<file path="src/rtl/lfsr_random_source.sv">
// lfsr_random_source
// Synthesizable pseudo-random word source built on a Galois LFSR, delivering
// one word per valid/ready transfer to a downstream consumer.
// Optional build macro: LFSR_RANDOM_SOURCE_RANGE_EN
//   defined   -> words are reduced to [i_lo, i_hi] by rejection sampling
//   undefined -> words are the raw LFSR state; i_lo/i_hi are ignored
module lfsr_random_source #(
  parameter int               WIDTH     = 32,
  parameter logic [WIDTH-1:0] TAPS      = 32'h8020_0003,
  parameter logic [WIDTH-1:0] SEED      = 32'h0000_0001,
  parameter int               MAX_TRIES = 8
) (
  input  logic             i_clk,
  input  logic             i_rst,
  input  logic             i_seed_load,
  input  logic [WIDTH-1:0] i_seed,
  input  logic [WIDTH-1:0] i_lo,
  input  logic [WIDTH-1:0] i_hi,
  input  logic             i_ready,
  output logic             o_valid,
  output logic [WIDTH-1:0] o_data,
  output logic [15:0]      o_count
);

  typedef enum logic {
    S_FILL = 1'b0,
    S_HOLD = 1'b1
  } state_t;

  state_t           r_state;
  state_t           w_state_nxt;
  logic [WIDTH-1:0] r_lfsr;
  logic [WIDTH-1:0] r_data;
  logic [15:0]      r_count;
  logic [WIDTH-1:0] w_result;
  logic [WIDTH-1:0] w_seed_val;
  logic             w_accept;
  logic             w_fill;
  logic             w_xfer;

  // Galois step: shift right, fold the taps back in when a one falls out.
  function automatic logic [WIDTH-1:0] lfsr_step(input logic [WIDTH-1:0] s);
    lfsr_step = (s >> 1) ^ (s[0] ? TAPS : '0);
  endfunction

  assign w_fill     = (r_state == S_FILL);
  assign w_xfer     = (r_state == S_HOLD) && i_ready;
  // A zero seed would lock the LFSR, so it falls back to the default seed.
  assign w_seed_val = (i_seed == '0) ? SEED : i_seed;

`ifdef LFSR_RANDOM_SOURCE_RANGE_EN
  localparam int             TRY_W    = (MAX_TRIES > 1) ? $clog2(MAX_TRIES) : 1;
  localparam logic [TRY_W-1:0] TRY_LAST = TRY_W'(MAX_TRIES - 1);

  logic [TRY_W-1:0] r_tries;
  logic [WIDTH:0]   w_span;
  logic [WIDTH:0]   w_mask;
  logic [WIDTH:0]   w_cand;
  logic [WIDTH:0]   w_forced;
  logic [WIDTH:0]   w_sel;
  logic             w_in_range;
  logic             w_unused_top;

  // Smear the highest set bit downwards: yields 2^clog2(v+1)-1.
  function automatic logic [WIDTH:0] smear(input logic [WIDTH:0] v);
    logic [WIDTH:0] m;
    m = v;
    for (int k = 1; k <= WIDTH; k = k * 2) begin
      m = m | (m >> k);
    end
    return m;
  endfunction

  // Range reduction: mask the LFSR to the next power of two above span,
  // reject out-of-range candidates until the try budget runs out.
  always_comb begin
    w_span     = (i_hi < i_lo) ? '0 : {1'b0, i_hi - i_lo};
    w_mask     = smear(w_span);
    w_cand     = {1'b0, r_lfsr} & w_mask;
    // cand < 2*(span+1), so subtracting span+1 always lands inside the range.
    w_forced   = w_cand - (w_span + 1'b1);
    w_in_range = (w_cand <= w_span);
    w_accept   = w_in_range || (r_tries == TRY_LAST);
    w_sel      = w_in_range ? w_cand : w_forced;
    w_result   = i_lo + w_sel[WIDTH-1:0];
  end

  assign w_unused_top = w_forced[WIDTH] ^ w_sel[WIDTH];

  // Try counter: counts rejected draws, cleared on accept or reseed.
  always_ff @(posedge i_clk) begin
    if (i_rst || i_seed_load) begin
      r_tries <= '0;
    end else if (w_fill) begin
      r_tries <= w_accept ? '0 : r_tries + 1'b1;
    end
  end
`else
  logic w_unused_range;

  // Without range reduction every draw is accepted as the raw LFSR value.
  always_comb begin
    w_accept = 1'b1;
    w_result = r_lfsr;
  end

  assign w_unused_range = ^{i_lo, i_hi};
`endif

  // State register.
  always_ff @(posedge i_clk) begin
    if (i_rst) begin
      r_state <= S_FILL;
    end else begin
      r_state <= w_state_nxt;
    end
  end

  // Next state: draw until accepted, hold until consumed; reseed restarts drawing.
  always_comb begin
    w_state_nxt = r_state;
    case (r_state)
      S_FILL:  if (w_accept) w_state_nxt = S_HOLD;
      S_HOLD:  if (i_ready)  w_state_nxt = S_FILL;
      default: w_state_nxt = S_FILL;
    endcase
    if (i_seed_load) begin
      w_state_nxt = S_FILL;
    end
  end

  // LFSR advances only while drawing; frozen while a word is presented.
  always_ff @(posedge i_clk) begin
    if (i_rst) begin
      r_lfsr <= SEED;
    end else if (i_seed_load) begin
      r_lfsr <= w_seed_val;
    end else if (w_fill) begin
      r_lfsr <= lfsr_step(r_lfsr);
    end
  end

  // Output word is captured on the accepting draw and held until consumed.
  always_ff @(posedge i_clk) begin
    if (i_rst) begin
      r_data <= '0;
    end else if (w_fill && w_accept && !i_seed_load) begin
      r_data <= w_result;
    end
  end

  // Transfer counter; a transfer coinciding with a reseed still counts.
  always_ff @(posedge i_clk) begin
    if (i_rst) begin
      r_count <= '0;
    end else if (w_xfer) begin
      r_count <= r_count + 16'd1;
    end
  end

  assign o_valid = (r_state == S_HOLD);
  assign o_data  = r_data;
  assign o_count = r_count;

endmodule
</file>
<file path="config.mk">
export PLATFORM = sky130hd
export DESIGN_NAME = lfsr_random_source
export DESIGN_NICKNAME = d
export VERILOG_FILES = /design/src/rtl/lfsr_random_source.sv
export SDC_FILE = /design/constraint.sdc
export NUM_CORES = 1
export LEC_CHECK = 0
export BUFFER_PORTS_ARGS = -buffer_cell sky130_fd_sc_hd__buf_2
export CORE_MARGIN = 3
export CORE_UTILIZATION = 36
export DETAILED_ROUTE_END_ITERATION = 8
export GPL_TIMING_DRIVEN = 0
export PLACE_DENSITY = 0.6
export SYNTH_ARGS = -nofsm -noshare
export SYNTH_HDL_FRONTEND = slang
export SYNTH_SLANG_ARGS = --single-unit
</file>
<file path="constraint.sdc">
create_clock -name i_clk -period 5.1 [get_ports i_clk]
set_clock_uncertainty 0.2 [all_clocks]
set_input_delay 1.02 -clock i_clk [delete_from_list [all_inputs] [get_ports i_clk]]
set_output_delay 1.02 -clock i_clk [all_outputs]
set_load 0.005 [all_outputs]
</file>
==> Yosys cells after proc, flatten, opt, wreduce, memory -nomap -nowiden <==
Index checks and enable logic that the tools add are counted.
{ "classes": {"n_addsub": 1, "multipliers": 0, "div_mod_pow": 0, "order_cmp": 0, "eq_ne": 1, "n_shift": 0, "mux": 6, "n_bitwise": 2, "reduce_logical": 5} }
{ "op_table": {"columns": ["cell", "count"], "rows": [
  ["$mux 32", 4],
  ["$logic_not 32->1", 1],
  ["$xor 31x32->32", 1],
  ["$add 16x1->16 const B", 1],
  ["$logic_and 1x1->1", 2],
  ["$ne 2x2->1 const B", 1],
  ["$pmux 1 s2", 1],
  ["$reduce_or 2->1", 1],
  ["$logic_not 1->1", 1],
  ["$mux 1", 1],
  ["$not 1->1", 1]
]} }
{ "word_totals": {"register_bits": 81, "latch_bits": 0, "ramBits": 0, "romBits": 0, "input_bits": 100, "output_inout_bits": 49, "elab_cells": 19, "n_memories": 0} }

==> Logic depth before layout (Yosys ltp) <==
Gate-level depths: netlist of run 1.
{ "depth": {"word_depth": 4, "depth_mapped": 6, "mapped_depth_nobuf": 5} }

==> Worst setup path after synthesis of run 1 <==
OpenSTA, ideal clock, no wires.
{ "synth_timing": {"kind": "input port to flip-flop", "from": "in i_ready", "to": "reg r_count[15], in the netlist o_count[15]", "setup_ns": 0.070, "arrival_time_ns": 1.977, "required_time_ns": 4.830, "path_slack_ns": 2.853, "cell_stages": 4, "path_buffers": 0, "path_cell_list": "and4_1 nand2_1 or4_1 a21oi_1"} }
{ "synth_between": {"elab_chain_cells": 1} }
{ "synth_lines": {"columns": ["item", "line", "rtl"], "rows": [
  ["start: declaration", "19", "input logic i_ready,"],
  ["$logic_and 1x1->1", "47", "assign w_xfer = (r_state == S_HOLD) && i_ready;"],
  ["end signal: assignment", "157", "r_count <= r_count + 16'd1;"],
  ["end: declaration", "34", "logic [15:0] r_count;"]
]} }
Every way passes these cells.
A chain may end at the register's enable or synchronous reset.

==> Final worst setup path of run 1 <==
{ "layout_timing": {"from": "in i_seed_load", "to": "reg r_data[7], in the netlist o_data[7]"} }
{ "layout_between": {"elab_chain_cells": 2} }
{ "layout_lines": {"columns": ["item", "line", "rtl"], "rows": [
  ["start: declaration", "15", "input logic i_seed_load,"],
  ["$logic_not 1->1", "147", "end else if (w_fill && w_accept && !i_seed_load) begin"],
  ["$logic_and 1x1->1", "147", null],
  ["end signal: assignment", "148", "r_data <= w_result;"],
  ["end: declaration", "33", "logic [WIDTH-1:0] r_data;"]
]} }
Every way passes these cells.

==> reports/results.tsv, run 1 <==
stage	metric	value	unit
status	outcome	finished, final reports clean	
power	power	0.00133	W
drt	viasPerCell	4.93	
die	start_util	37.8	%
finish	final_common_cell	buf_2	
placement	port_buffers	83	
sta	fin_setup_tns	0	ns
finish	n_antenna_cell	0	
cts	clkSinkCount	81	
setup_path	critPathMaxStageDelay	0.43	ns
finish	n_fill_cell	893	
sta	fin_crit	2.24	ns
sta	setup_violations	0	
power	max-vdd-ir-drop	171	uV
global_route	grt_pass1_wl	14200	microns
synthesis	async_reset_ff_share	0	%
setup_path	required	5.17	ns
synthesis	syn_area	3360	sq um
finish	nets	607	
drt	wl_per_cell	14.1	microns
cts	htreeDepth	3	
die	coreArea	8890	sq um
cts	cts.path.max_buffers	2	
synthesis	ys_ff_latch	81	
drt	vias	3052	
min_path	hold_path.class	reg -> reg	
die	die_area	10500	sq um
finish	syn2layout_area_growth	23.0	%
cts	cts_tree	done	
synthesis	synth_cells	412	
drt	firstDrtPassIters	5	
global_route	grt_max_degree	14	
drt	routed_wl	8730	microns
global_route	grt_antenna_before_repair	0	
drt	drt_iter0_markers	125	
drt	drc	0	
setup_path	critPathSlowestCell	clkbuf_1	
sta	drv_slew	0	
setup_path	cp_cell_sequence	buf_2 -> clkbuf_1 -> nor2_1 -> clkbuf_1 -> nand2_1 -> a21oi_1	
sta	hold_viol_final	0	
setup_path	start_kind	input pin	
finish	final_cell_mix	buf_2, dfxtp_1, nand2_1, nor2_1, a21oi_1	
job	drv_cap	0	
setup_path	setup.worst_path.end	o_data[7]	
synthesis	syn_area_per_cell	8.15	sq um
power	p_leak	1.72	nW
setup_path	crit_start	i_seed_load	
sta	max_freq	447	MHz
cts	hold_buffers	0	
finish	regArea	1620	sq um
global_route	grt_use_total	16.9	%
synthesis	synth_ff_type	dfxtp_1	
setup_path	crit_fanout	10	
die	pin_count	149	
placement	dpl.hpwl	6420	microns
cts	cts.repair.resized	0	
sta	relSlewSlack	65.0	%
cts	insertion_delay	0.35	ns
setup_path	r2r_slack	3.13	ns
setup_path	cp_common_cell	clkbuf_1	
sta	grt_setup_unrepaired	false	
die	die_w	103	microns
synthesis	yosysUniqueCellTypes	29	
finish	multiInputGateArea	1610	sq um
setup_path	r2r.worst_path.cells	6	
sta	tightest_slew	0.525	ns
cts	root_buffer	clkbuf_8	
setup_path	cp-end-kind	flop	
cts	cts_setup_buffers	0	
setup_path	rr_startpoint	o_valid	
placement	place_congestion	0.857	
synthesis	synth_fp_nets	513	
global_route	grt_overflow_total	0	
setup_path	worstPathArrival	2.31	ns
die	die_h	103	microns
synthesis	synth-edff-count	0	
setup_path	path_class	in -> reg	
setup_path	rr_endpoint	r_lfsr[3]	
drt	drt.antenna.violating_nets	0	
global_route	first_global_vias	2912	
power	pwr_density_cell	323	nW/um^2
die	rows	34	
synthesis	ys_seq_area_share	48.3	%
synthesis	ys_warn_count	0	
cts	cts_buffers	9	
sta	post-route-period-util	43.8	%
cts	clkTransAtPathRegs	0.08	ns
finish	drive_above_1_share	20.7	%
worst max-delay path: cells and delay by family:
| family | cells | cell delay [ns] |
|---|---|---|
| AND/OR/NAND/NOR | 2 | 0.42 |
| AO/OA/AOI/OAI | 1 | 0.13 |
| buffers and inverters | 3 | 0.73 |
state kept, by name, indices dropped and copies added (netlist names):
register	count
o_valid	1
r_lfsr	32
o_count	16
o_data	32
Yosys cell counts (2+ instances only):
cell type  instances  area, sq um
dfxtp_1           81         1620
nand2_1           73          274
nor2_1            71          267
a21oi_1           67          335
mux2i_1           31          310
clkbuf_1          22         82.6
xor2_1            10         87.6
nor4_1             8         50.1
nand3_1            6         30.0
nand4_1            6         37.5
and4_1             4         35.0
buf_2              4         20.0
o21ai_0            4         20.0
buf_1              3         11.3
o31ai_1            3         22.5
or4_1              3         22.5
xnor2_1            3         26.3
or3_1              2         12.5
cells by family after synthesis:
kind of cell | count (synthesis) | share of synthesized area, %
muxes | 31 | 9.24
and+or+nand+nor | 179 | 23.1
adders and majority gates | 1 | 0.373
DFF | 81 | 48.3
AOI/OAI and AO/OA | 77 | 11.9
buffers and inverters | 30 | 3.73
xor gates and xnor gates | 13 | 3.39
how the worst min path moves through the flow:
stage                          start    endpoint  slack (ns)  cells past startpoint
after floorplan           r_lfsr[10]  o_data[10]        0.24                      2
after global placement     o_data[0]   o_data[0]        0.24                      2
after detailed placement   o_data[3]   o_data[3]        0.25                      2
after CTS                  o_data[3]   o_data[3]        0.26                      2
after global routing      o_data[27]  o_data[27]        0.27                      2
final                      o_data[3]   o_data[3]        0.25                      2
where the power goes:
| part | leakage [nW] | internal, W | switching [W] |
|---|---|---|---|
| logic | 0.950 | 0.0000542 | 0.0000801 |
| registers | 0.661 | 0.000658 | 0.0000177 |
| clock network | 0.113 | 0.000289 | 0.000235 |
metrics by stage:
step	std cells	area [sq um]	utilization, %	setup slack (ns)	hold WS (ns)
2_1_floorplan	412	3360	-	2.85	0.244
3_3_place_gp	603	3910	43.9	2.51	0.243
3_5_place_dp	603	3910	43.9	2.51	0.245
4_1_cts	619	4130	46.4	2.86	0.257
5_1_grt	619	4130	46.4	2.66	0.273
6_report	619	4130	46.4	2.86	0.251
area by class of cell:
class                   count  area share [%]
flip-flops and latches     81            39.3
multi-input cells         301            39.0
repair buffers             83            10.1
clock buffers              11            3.43
well taps                 108            3.27
plain buffers              30            3.03
clock inverters             5            1.91
routing by layer:
| layer | global-route usage, % | wire length, microns | vias up |
|---|---|---|---|
| met5 | 0 | 0 | - |
| met2 | 26.7 | 4040 | 78 |
| met1 | 23.1 | 4120 | 1389 |
| met3 | 5.14 | 534 | 5 |
| met4 | 3.33 | 45 | 0 |
| li1 | - | - | 1580 |
Note: power is estimated with default switching activity, not from simulation.
==> run 2, diff against run 1 <==
--- a/config.mk
+++ b/config.mk
@@ -10,7 +10,7 @@
 export CORE_UTILIZATION = 36
 export DETAILED_ROUTE_END_ITERATION = 8
 export GPL_TIMING_DRIVEN = 0
-export PLACE_DENSITY = 0.6
+export PLACE_DENSITY = 0.62
 export SYNTH_ARGS = -nofsm -noshare
 export SYNTH_HDL_FRONTEND = slang
 export SYNTH_SLANG_ARGS = --single-unit
==> constraint.sdc (replaced) <==
create_clock -name i_clk -period 2 [get_ports i_clk]
set_clock_uncertainty 0.2 [all_clocks]
set_input_delay 0.4 -clock i_clk [delete_from_list [all_inputs] [get_ports i_clk]]
set_output_delay 0.4 -clock i_clk [all_outputs]
set_load 0.005 [all_outputs]
==> run 2 against run 1 <==
Compared with the run above: cell count unchanged; routed wire length down 0.50%; clock power up 140%; critical endpoint is now o_count[15]; non-clock buffer count unchanged; highest routed layer unchanged; largest power group unchanged.
==> reports/results.tsv, run 2 (same netlist as run 1, synthesis figures left out) <==
stage	metric	value	unit
sta	relSlewSlack	65.1	%
power	power	0.00330	W
cts	clkSinkCount	81	
finish	nets	607	
placement	place_congestion	0.850	
drt	drt.antenna.violating_nets	0	
global_route	grt_overflow_total	0	
placement	port_buffers	83	
die	rows	34	
setup_path	required	2.08	ns
die	die_w	103	microns
cts	insertion_delay	0.35	ns
cts	cts_tree	done	
sta	whs	0.0911	ns
finish	final_cell_mix	buf_2, dfxtp_1, nand2_1, nor2_1, a21oi_1	
setup_path	path_class	reg -> reg	
power	seqPwrFrac	52.2	%
finish	drive_above_1_share	21.5	%
setup_path	crit_fanout	9	
setup_path	r2r_slack	0.20	ns
setup_path	cp-end-kind	flop	
sta	tightest_slew	0.523	ns
global_route	grt_antenna_before_repair	0	
sta	hold_viol_final	0	
global_route	grt_max_degree	16	
finish	utilization	46.4	%
finish	final_common_cell	buf_2	
power	combPwrFrac	10.4	%
drt	wl_per_cell	14.0	microns
cts	cts_buffers	9	
placement	dpl.hpwl	6380	microns
power	p_leak	1.71	nW
drt	drc	0	
power	pwr_density_cell	802	nW/um^2
die	coreArea	8890	sq um
sta	setup_violations	0	
setup_path	start_kind	flop	
finish	design_area	4120	sq um
global_route	grt_use_total	17.0	%
setup_path	cp_top_family	simple AND/OR/NAND/NOR gates	
cts	cts_setup_buffers	0	
setup_path	worst-path-buf-inv	0	
power	p_switching	0.000897	W
status	outcome	finished, final reports clean	
power	p_sw_share	27.2	%
sta	fin_setup_tns	0	ns
setup_path	worstPathArrival	1.88	ns
power	max-vdd-ir-drop	404	uV
setup_path	critPathMaxStageDelay	0.51	ns
die	start_util	37.8	%
setup_path	critPathSlowestCell	or4_1	
cts	cts.path.max_buffers	2	
global_route	first_global_vias	2834	
drt	routed_wl	8690	microns
die	die_area	10500	sq um
sta	max_freq	555	MHz
die	die_h	103	microns
drt	vias	3086	
cts	clkTransAtPathRegs	0.10	ns
sta	post-route-period-util	90.0	%
power	p_int	0.00241	W
min_path	hold_path.class	in -> reg	
sta	grt_setup_unrepaired	false	
sta	fin_crit	1.80	ns
cts	cts.repair.resized	0	
power	clkPwrFrac	37.5	%
drt	viasPerCell	4.99	
placement	placed_area	3910	sq um
setup_path	cp_cell_sequence	and4_1 -> nand2_1 -> or4_1 -> a21oi_1	
cts	hold_buffers	0	
cts	htreeDepth	3	
job	drv_cap	0	
drt	firstDrtPassIters	5	
sta	drv_slew	0	
cts	root_buffer	clkbuf_8	
drt	drt_iter0_markers	105	
finish	syn2layout_area_growth	22.8	%
die	pin_count	149	
finish	n_antenna_cell	0	
global_route	grt_pass1_wl	14000	microns
[run 2: cell count changes in the layout (fill, tap and decap cells not counted), sizes merged]
cell / before / now
clkinvlp: 0 / 3
clkinv: 3 / 1
inv: 0 / 2
bufinv: 2 / 1
clkbuf: 33 / 34
buf: 91 / 88
[run 2: cell type report]
class / instances / area, sq um
buffer: 30 / 135
clock buffer: 9 / 124
clock inverter: 7 / 78.8
fill: 945 / 4770
multi-input combinational: 301 / 1610
sequential: 81 / 1620
tap: 108 / 135
timing repair buffer: 83 / 415
[run 2: worst register-to-register path, stage by stage (launching register included)]
cell     delay [ns]
dfxtp_2        0.40
and4_1         0.28
nand2_1        0.21
or4_1          0.51
a21oi_1        0.14
[run 2: routing by layer]
| layer | vias to the layer above | track usage, % | part of all wire, % |
|---|---|---|---|
| met2 | 84 | 26.4 | 46 |
| met1 | 1424 | 23.1 | 47 |
| li1 | 1576 | - | - |
| met5 | - | 0 | 0 |
| met3 | 2 | 5.48 | 7.0 |
| met4 | 0 | 4.24 | 0.46 |
[run 2: power by group through the flow]
stage               clock network (W)  logic [W]  registers (W)
floorplan                           0   0.000212        0.00175
global placement                    0   0.000338        0.00176
detailed placement                  0   0.000344        0.00176
CTS                           0.00127   0.000346        0.00172
global route                  0.00135   0.000389        0.00173
finish                        0.00124   0.000342        0.00172
[run 2: path summary, 6_finish.rpt]
path         startpoint           to  cells after the start
min reg2reg  o_data[28]   o_data[28]                      2
max reg2reg     o_valid  o_count[15]                      4
min          i_seed[12]   r_lfsr[12]                      3
max             o_valid  o_count[15]                      4
[run 2: per-stage QoR]
| stage | cells | setup WS [ns] |
|---|---|---|
| 4_1_cts | 619 | 0.0376 |
| 3_3_place_gp | 603 | 0.0712 |
| 3_5_place_dp | 603 | 0.0564 |
| 2_1_floorplan | 412 | 0.337 |
| 5_1_grt | 619 | 0.0976 |
| 6_report | 619 | 0.200 |
==> run 3, diff against run 2 <==
--- a/config.mk
+++ b/config.mk
@@ -6,8 +6,10 @@
 export NUM_CORES = 1
 export LEC_CHECK = 0
 export BUFFER_PORTS_ARGS = -buffer_cell sky130_fd_sc_hd__buf_2
+export CORE_ASPECT_RATIO = 1.2
 export CORE_MARGIN = 3
 export CORE_UTILIZATION = 36
+export CTS_CLUSTER_DIAMETER = 50
 export DETAILED_ROUTE_END_ITERATION = 8
 export GPL_TIMING_DRIVEN = 0
 export PLACE_DENSITY = 0.62
==> run 3 against run 2 <==
Compared with the run above: sequential share of layout area increased by 0.13 points; cell count rose by 1.3%; total power is 3.2% lower; maximum frequency down 1.6%; setup slack lost 0.029 ns; non-clock buffer count is the same; first-iteration DRC count decreased by 8.6%; largest cell class unchanged.
==> reports/results.tsv, run 3 (same netlist as run 1, synthesis figures left out) <==
stage	metric	value	unit
placement	port_buffers	83	
power	max-vdd-ir-drop	435	uV
finish	drive_above_1_share	20.8	%
setup_path	critPathSlowestCell	or4_1	
cts	htreeDepth	3	
finish	final_common_cell	buf_2	
die	start_util	38.0	%
die	coreArea	8840	sq um
cts	insertion_delay	0.34	ns
setup_path	critPathMaxStageDelay	0.51	ns
sta	grt_setup_unrepaired	false	
finish	final_cell_mix	buf_2, dfxtp_1, nand2_1, nor2_1, a21oi_1	
drt	routed_wl	8720	microns
setup_path	crit_fanout	9	
setup_path	worst-path-buf-inv	0	
finish	design_area	4110	sq um
sta	post-route-period-util	91.5	%
drt	drc	0	
cts	clkTransAtPathRegs	0.08	ns
setup_path	cp_top_family	simple AND/OR/NAND/NOR gates	
placement	dpl.hpwl	6510	microns
placement	placed_area	3920	sq um
drt	viasPerCell	5.01	
setup_path	cp-end-kind	flop	
drt	wl_per_cell	13.9	microns
cts	hold_buffers	0	
global_route	grt_use_total	17.0	%
sta	fin_setup_tns	0	ns
drt	drt_iter0_markers	96	
cts	cts.path.max_buffers	2	
drt	vias	3141	
sta	relSlewSlack	65.0	%
global_route	grt_max_degree	13	
power	pwr_density_cell	779	nW/um^2
drt	firstDrtPassIters	4	
finish	syn2layout_area_growth	22.3	%
sta	fin_crit	1.83	ns
die	die_area	10500	sq um
placement	place_congestion	0.790	
die	die_h	112	microns
global_route	first_global_vias	3029	
die	die_w	94.2	microns
sta	drv_slew	0	
setup_path	path_class	reg -> reg	
min_path	hold_path.class	in -> reg	
cts	cts_tree	done	
drt	drt.antenna.violating_nets	0	
global_route	grt_pass1_wl	14300	microns
power	p_leak	1.71	nW
sta	tightest_slew	0.524	ns
job	drv_cap	0	
setup_path	cp_cell_sequence	and4_1 -> nand2_1 -> or4_1 -> a21oi_1	
die	rows	37	
global_route	grt_overflow_total	0	
setup_path	worstPathArrival	1.90	ns
cts	clkSinkCount	81	
sta	max_freq	547	MHz
status	outcome	finished, final reports clean	
setup_path	start_kind	flop	
cts	cts_buffers	9	
finish	n_fill_cell	919	
global_route	grt_antenna_before_repair	0	
die	pin_count	149	
setup_path	required	2.07	ns
cts	root_buffer	clkbuf_8	
sta	setup_violations	0	
finish	n_antenna_cell	0	
sta	hold_viol_final	0	
finish	nets	607	
run 3: per-layer routing:
layer | wire (microns) | part of all wire [%] | global-route usage [%] | vias up
met5 | 0 | 0 | 0 | -
met4 | 136 | 1.6 | 5.78 | 0
met3 | 447 | 5.1 | 3.78 | 10
met2 | 4310 | 49 | 28.9 | 82
met1 | 3830 | 44 | 20.9 | 1468
li1 | - | - | - | 1581
run 3: timing repair:
action / CTS / global route
resized for setup: 0 / 7
endpoints found under the setup margin: 0 / 23
setup buffers: 0 / 0
run 3: through the flow:
step / hold slack (ns) / total power [W] / setup slack, ns / instances / util [%]
2_1_floorplan: 0.244 / 0.00196 / 0.337 / 412 / -
3_3_place_gp: 0.243 / 0.00210 / 0.0621 / 612 / 44.3
3_5_place_dp: 0.243 / 0.00211 / 0.0255 / 612 / 44.3
4_1_cts: 0.0820 / 0.00323 / 0.0316 / 627 / 46.3
5_1_grt: 0.0995 / 0.00335 / 0.00750 / 627 / 46.4
6_report: 0.101 / 0.00320 / 0.171 / 627 / 46.4
run 3: cell type report:
type                       instances  area [sq um]  area share (%)
sequential                        81          1620            39.5
multi-input combinational        301          1610            39.2
timing repair buffer              83           415            10.1
tap                              117           146            3.57
buffer                            30           135            3.29
clock buffer                      11           131            3.20
clock inverter                     4          45.0            1.10
run 3: report_power, final:
part,leakage (nW),switching [W],internal (W)
Combinational,0.956,0.000205,0.000140
Clock,0.0929,0.000564,0.000565
Sequential,0.661,0.0000455,0.00168
run 3: worst reg2reg max path, stage by stage (launching register included):
cell and delay (ns):
dfxtp_1 0.44, and4_1 0.27, nand2_1 0.20, or4_1 0.52
a21oi_1 0.14
run 3: final timing paths:
check	startpoint	to	slack [ns]	depth (start not counted)
min	i_seed[11]	r_lfsr[11]	0.10	3
max reg2reg	o_valid	o_count[15]	0.17	4
min reg2reg	o_data[4]	o_data[4]	0.25	2
max	o_valid	o_count[15]	0.17	4
